<file path="config.mk">
export PLATFORM = sky130hd
export DESIGN_NAME = nibble_serial_adder
export DESIGN_NICKNAME = d
export VERILOG_FILES = /design/src/rtl/nibble_serial_adder.sv
export SDC_FILE = /design/constraint.sdc
export NUM_CORES = 1
export LEC_CHECK = 0
export ABC_AREA = 1
export CORE_MARGIN = 8
export CORE_UTILIZATION = 45
export CTS_BUF_LIST = sky130_fd_sc_hd__clkbuf_4
export CTS_CLUSTER_DIAMETER = 30
export DETAILED_ROUTE_END_ITERATION = 6
export HOLD_SLACK_MARGIN = 0.03
export PLACE_DENSITY = 0.76
export SLEW_MARGIN = 30
export SYNTH_ARGS = -nofsm -noshare
export SYNTH_HDL_FRONTEND = slang
export SYNTH_SLANG_ARGS = --single-unit
</file>
<file path="constraint.sdc">
create_clock -name clk -period 1.8 [get_ports clk]
set_clock_uncertainty 0.15 [all_clocks]
set_input_delay 0.36 -clock clk [delete_from_list [all_inputs] [get_ports clk]]
set_output_delay 0.36 -clock clk [all_outputs]
set_load 0.05 [all_outputs]
</file>
<file path="src/rtl/nibble_serial_adder.sv">
// Serial adder that walks operands one nibble per cycle through an external 4-bit adder.
// Optional signed-overflow flag V is built only when OVERFLOW_DETECT_EN is defined.
module nibble_serial_adder #(
  parameter int NIBBLES = 4
) (
  input  logic                 clk,
  input  logic                 reset_n,
  input  logic                 start,
  input  logic [4*NIBBLES-1:0] X,
  input  logic [4*NIBBLES-1:0] Y,
  input  logic                 Cin,
  output logic [3:0]           A,
  output logic [3:0]           B,
  output logic                 Ci,
  input  logic [3:0]           S,
  input  logic                 Co,
  output logic [4*NIBBLES-1:0] SUM,
  output logic                 Cout,
  output logic                 V,
  output logic                 busy,
  output logic                 done
);

  localparam int W  = 4 * NIBBLES;
  localparam int KW = (NIBBLES > 1) ? $clog2(NIBBLES) : 1;
  localparam logic [KW-1:0] K_LAST = KW'(NIBBLES - 1);

  typedef enum logic [1:0] {IDLE, ADD, DONE} state_t;

  state_t        state, next_state;
  logic [W-1:0]  x_q, y_q;
  logic          cin_q, carry_q;
  logic [KW-1:0] k;
  logic          accept;
  logic [3:0]    x_nib [NIBBLES];
  logic [3:0]    y_nib [NIBBLES];

  for (genvar i = 0; i < NIBBLES; i++) begin : g_nib
    assign x_nib[i] = x_q[4*i +: 4];
    assign y_nib[i] = y_q[4*i +: 4];
  end

  assign accept = (state == IDLE) && start;

  always_ff @(posedge clk or negedge reset_n) begin
    if (!reset_n) state <= IDLE;
    else          state <= next_state;
  end

  always_comb begin
    next_state = state;
    case (state)
      IDLE:    if (start) next_state = ADD;
      ADD:     if (k == K_LAST) next_state = DONE;
      DONE:    next_state = IDLE;
      default: next_state = IDLE;
    endcase
  end

  // The external adder only sees operands while ADD is active; the first nibble takes the latched Cin.
  always_comb begin
    A    = '0;
    B    = '0;
    Ci   = 1'b0;
    busy = (state == ADD);
    done = (state == DONE);
    if (state == ADD) begin
      A  = x_nib[k];
      B  = y_nib[k];
      Ci = (k == '0) ? cin_q : carry_q;
    end
  end

  always_ff @(posedge clk or negedge reset_n) begin
    if (!reset_n) begin
      x_q     <= '0;
      y_q     <= '0;
      cin_q   <= 1'b0;
      carry_q <= 1'b0;
      k       <= '0;
      SUM     <= '0;
      Cout    <= 1'b0;
    end else if (accept) begin
      x_q     <= X;
      y_q     <= Y;
      cin_q   <= Cin;
      carry_q <= 1'b0;
      k       <= '0;
      SUM     <= '0;
      Cout    <= 1'b0;
    end else if (state == ADD) begin
      for (int i = 0; i < NIBBLES; i++) begin
        if (k == KW'(i)) SUM[4*i +: 4] <= S;
      end
      carry_q <= Co;
      // Index parks at 0 after the last nibble instead of wrapping through unused values.
      if (k == K_LAST) begin
        k    <= '0;
        Cout <= Co;
      end else begin
        k <= k + KW'(1);
      end
    end
  end

`ifdef OVERFLOW_DETECT_EN
  // The top result bit is taken from S on the final ADD edge, so V is ready alongside SUM in DONE.
  always_ff @(posedge clk or negedge reset_n) begin
    if (!reset_n) begin
      V <= 1'b0;
    end else if (accept) begin
      V <= 1'b0;
    end else if ((state == ADD) && (k == K_LAST)) begin
      V <= (x_q[W-1] == y_q[W-1]) && (S[3] != x_q[W-1]);
    end
  end
`else
  assign V = 1'b0;
`endif

endmodule

</file>
==> out/summary.txt <==
Wire per inst - 14.7 µm
Worst-path cell chain - clkinvlp_4 > nand2_1 > nand3_2 > a21oi_4 > buf_12
Setup ws final - -0.361 ns
CP required - 1.29 ns
CP max stage delay - 0.49 ns
Clk buf depth - 2
CTS tree - yes
Clock transition at path regs - 0.15 ns
Failing checks - negative setup slack
Crit share post-route - 1.20
Die area - 8180 µm²
Post-DP HPWL - 4.69 mm
Setup CP Type - register to primary output
Avg Synthesized Cell Area - 8.46 µm²
FF-to-FF path depth - 6
Post-Syn Nets - 340
Crit-path leading delay family - flip-flops
Die width - 90.5 µm
Setup TNS - -2.95 ns
Detail Route Antenna Nets - 0
Clock root buffer - clkbuf_4
Sequential fraction of the synthesis area - 0.552
H-tree depth - 2
GRT overflow - 0
IO Pins - 70
Startpoint Class - register
Lkg Pwr - 0.00176 µW
Area delta synth->final - 46.0%
Die Y - 90.5 µm
Synth Register Bits - 55
Crit path time final - 2.16 ns
Final Util - 0.670
Buffers on Ports - 68
Unique masters post-synth - 18
Critical path startpoint - k[0]$_DFFE_PN0P_
# setup viols final - 9
Fin nets - 415
Endpoints failing hold - 0
Max Cap Violations - 0
Post-synthesis cell count - 295
Multi-input gate area - 1020 µm²
Fill cells - 427
RSZ-0062 raised after global routing - yes
CP Data Arrival Time - 1.65 ns
Total track usage - 0.160
Initial antenna violation count - 0
First-pass GRT wire length - 10.8 mm
PwrDens - 2090 nW/µm²
Crit path depth - 5
Pre-antenna DRT Iters - 4
Worst r2r src - k[0]$_DFFE_PN0P_
Crit path max fanout - 8
Fmax - 463 MHz
Routability cong. - 0.802
Final Max Slew Viols - 0
Routed via count - 2183
Ant. Diodes - 0
Core ar. - 5440 µm²
WP buf/inv - 2
CTS Buf Count - 5
Largest net degree at the start of global routing - 62
Routed WL - 6.52 mm
CP endpoint kind - primary output
Outcome - finished, violations left
DR iter-0 viols - 119
Crit-path slowest cell - dfrtp_2
# DRC - 0
Post-synth design cell area - 2490 µm²
Row cnt - 27
Layout cells sized above 1 - 0.210
Starting density of the core - 0.459
# clock sinks - 55
Vias in the first global route - 2279
Vias per Instance - 4.93
Clk_lat worst skew - 0.37 ns
Max VDD drop - 1.02 mV
Register area - 1380 µm²
Syn. warnings - 0
Hold crit path type - primary input to asynchronous set/reset pin
==> power by group <==
group | leakage [µW] | internal [µW] | switching [µW]
clock | 0.0000559 | 449 | 373
combinational | 0.00106 | 1850 | 2940
sequential | 0.000646 | 1760 | 236
total | 0.00176 | 4060 | 3550
==> worst min-delay path, cell delays in order <==
cell           delay, ns
dlygate4sd3_1       0.52
buf_2               0.12
buf_12              0.27
==> placed cells by master, fill, tap and decap left out <==
cell	n
a21oi_1	34
a21oi_2	1
a21oi_4	8
buf_12	14
buf_2	1
buf_4	26
buf_6	1
bufinv_16	2
clkbuf_4	6
clkdlybuf4s50_1	39
clkinv_1	1
clkinvlp_4	1
conb_1	1
dfrtp_1	54
dfrtp_2	1
dlygate4sd3_1	1
ha_1	3
ha_4	1
inv_1	35
inv_2	2
inv_4	1
nand2_1	47
nand2_2	1
nand3_1	28
nand3_2	6
nor2_1	34
nor2_4	1
o21ai_0	2
o21ai_1	14
o21ai_2	5
==> stage by stage <==
stage                     std cells  worst slack, ns  power (µW)  cell area [µm²]  hold WS, ns
final                           443           -0.361        7610             3640        0.335
after global routing            443           -0.458        8060             3640        0.335
after floorplan                 295          -0.0386        4890             2590      -0.0856
after CTS                       442           -0.347        7520             3590        0.338
after global placement          430           0.0834        6490             3430        0.227
after detailed placement        430           0.0533        6610             3430        0.226
==> sequential cells by signal (all words and copies together), names as in the netlist <==
name     cells
Cout         1
k            2
y_q         16
carry_q      1
x_q         16
SUM         16
cin_q        1
state        2
==> worst paths after layout <==
kind	endpoint	slack [ns]
worst max-delay path	B[1]	-0.36
worst min-delay path	y_q[15]$_DFFE_PN0P_	0.33
worst max register to register	SUM[11]$_DFFE_PN0P_	0.12
worst min register to register	y_q[10]$_DFFE_PN0P_	0.38
max in group asynchronous	k[0]$_DFFE_PN0P_	0.92
min in group clk	y_q[10]$_DFFE_PN0P_	0.38
==> cell type report <==
cell class              instances  share of cell area
inverters                      39              0.0409
multi-input cells             186               0.280
flip-flops and latches         55               0.378
clock inverters                 2              0.0165
repair buffers                 82               0.245
repair inverters                1             0.00206
well taps                      72              0.0247
clock buffers                   6              0.0124
==> layer usage <==
| layer | track usage | vias to the layer above | share of wire |
|---|---|---|---|
| li1 | - | 1088 | - |
| met1 | 0.200 | 1020 | 0.44 |
| met2 | 0.250 | 69 | 0.47 |
| met3 | 0.0557 | 6 | 0.079 |
| met4 | 0.0513 | 0 | 0.014 |
| met5 | 0 | - | 0 |
==> cells by family (layout without fill, tap and decap cells) <==
logic type	Yosys count	count (layout)	share of synthesized area
AOI/OAI and AO/OA	64	64	0.134
adders and majority gates	4	4	0.0201
buffers and inverters	54	130	0.0943
DFF	55	55	0.552
other	1	1	0.00150
and+or+nand+nor	117	117	0.198
==> timing repair <==
| item | 4_1_cts | 5_1_grt |
|---|---|---|
| cloned | 1 | 0 |
| setup buffers | 2 | 1 |
| pin swaps | 2 | 8 |
| hold buffers | 1 | 0 |
| hold endpoints to repair | 55 | 0 |
| resized for setup | 3 | 9 |
| endpoints found under the setup margin | 9 | 10 |
==> synthesized netlist by cell type <==
cell      instances  area share
dfrtp_1          55        0.55
nand2_1          48       0.072
a21oi_1          43       0.086
inv_1            35       0.053
nor2_1           34       0.051
nand3_1          33       0.066
o21ai_1          14       0.028
buf_2            11       0.022
ha_1              4       0.020
o21ai_2           4       0.014
buf_4             3      0.0090
inv_2             3      0.0045
o21ai_0           3      0.0060
buf_6             1      0.0045
clkinv_1          1      0.0015
conb_1            1      0.0015
nand3_2           1      0.0040
nor2_4            1      0.0045
No activity file was read; power rests on OpenSTA's default activity.
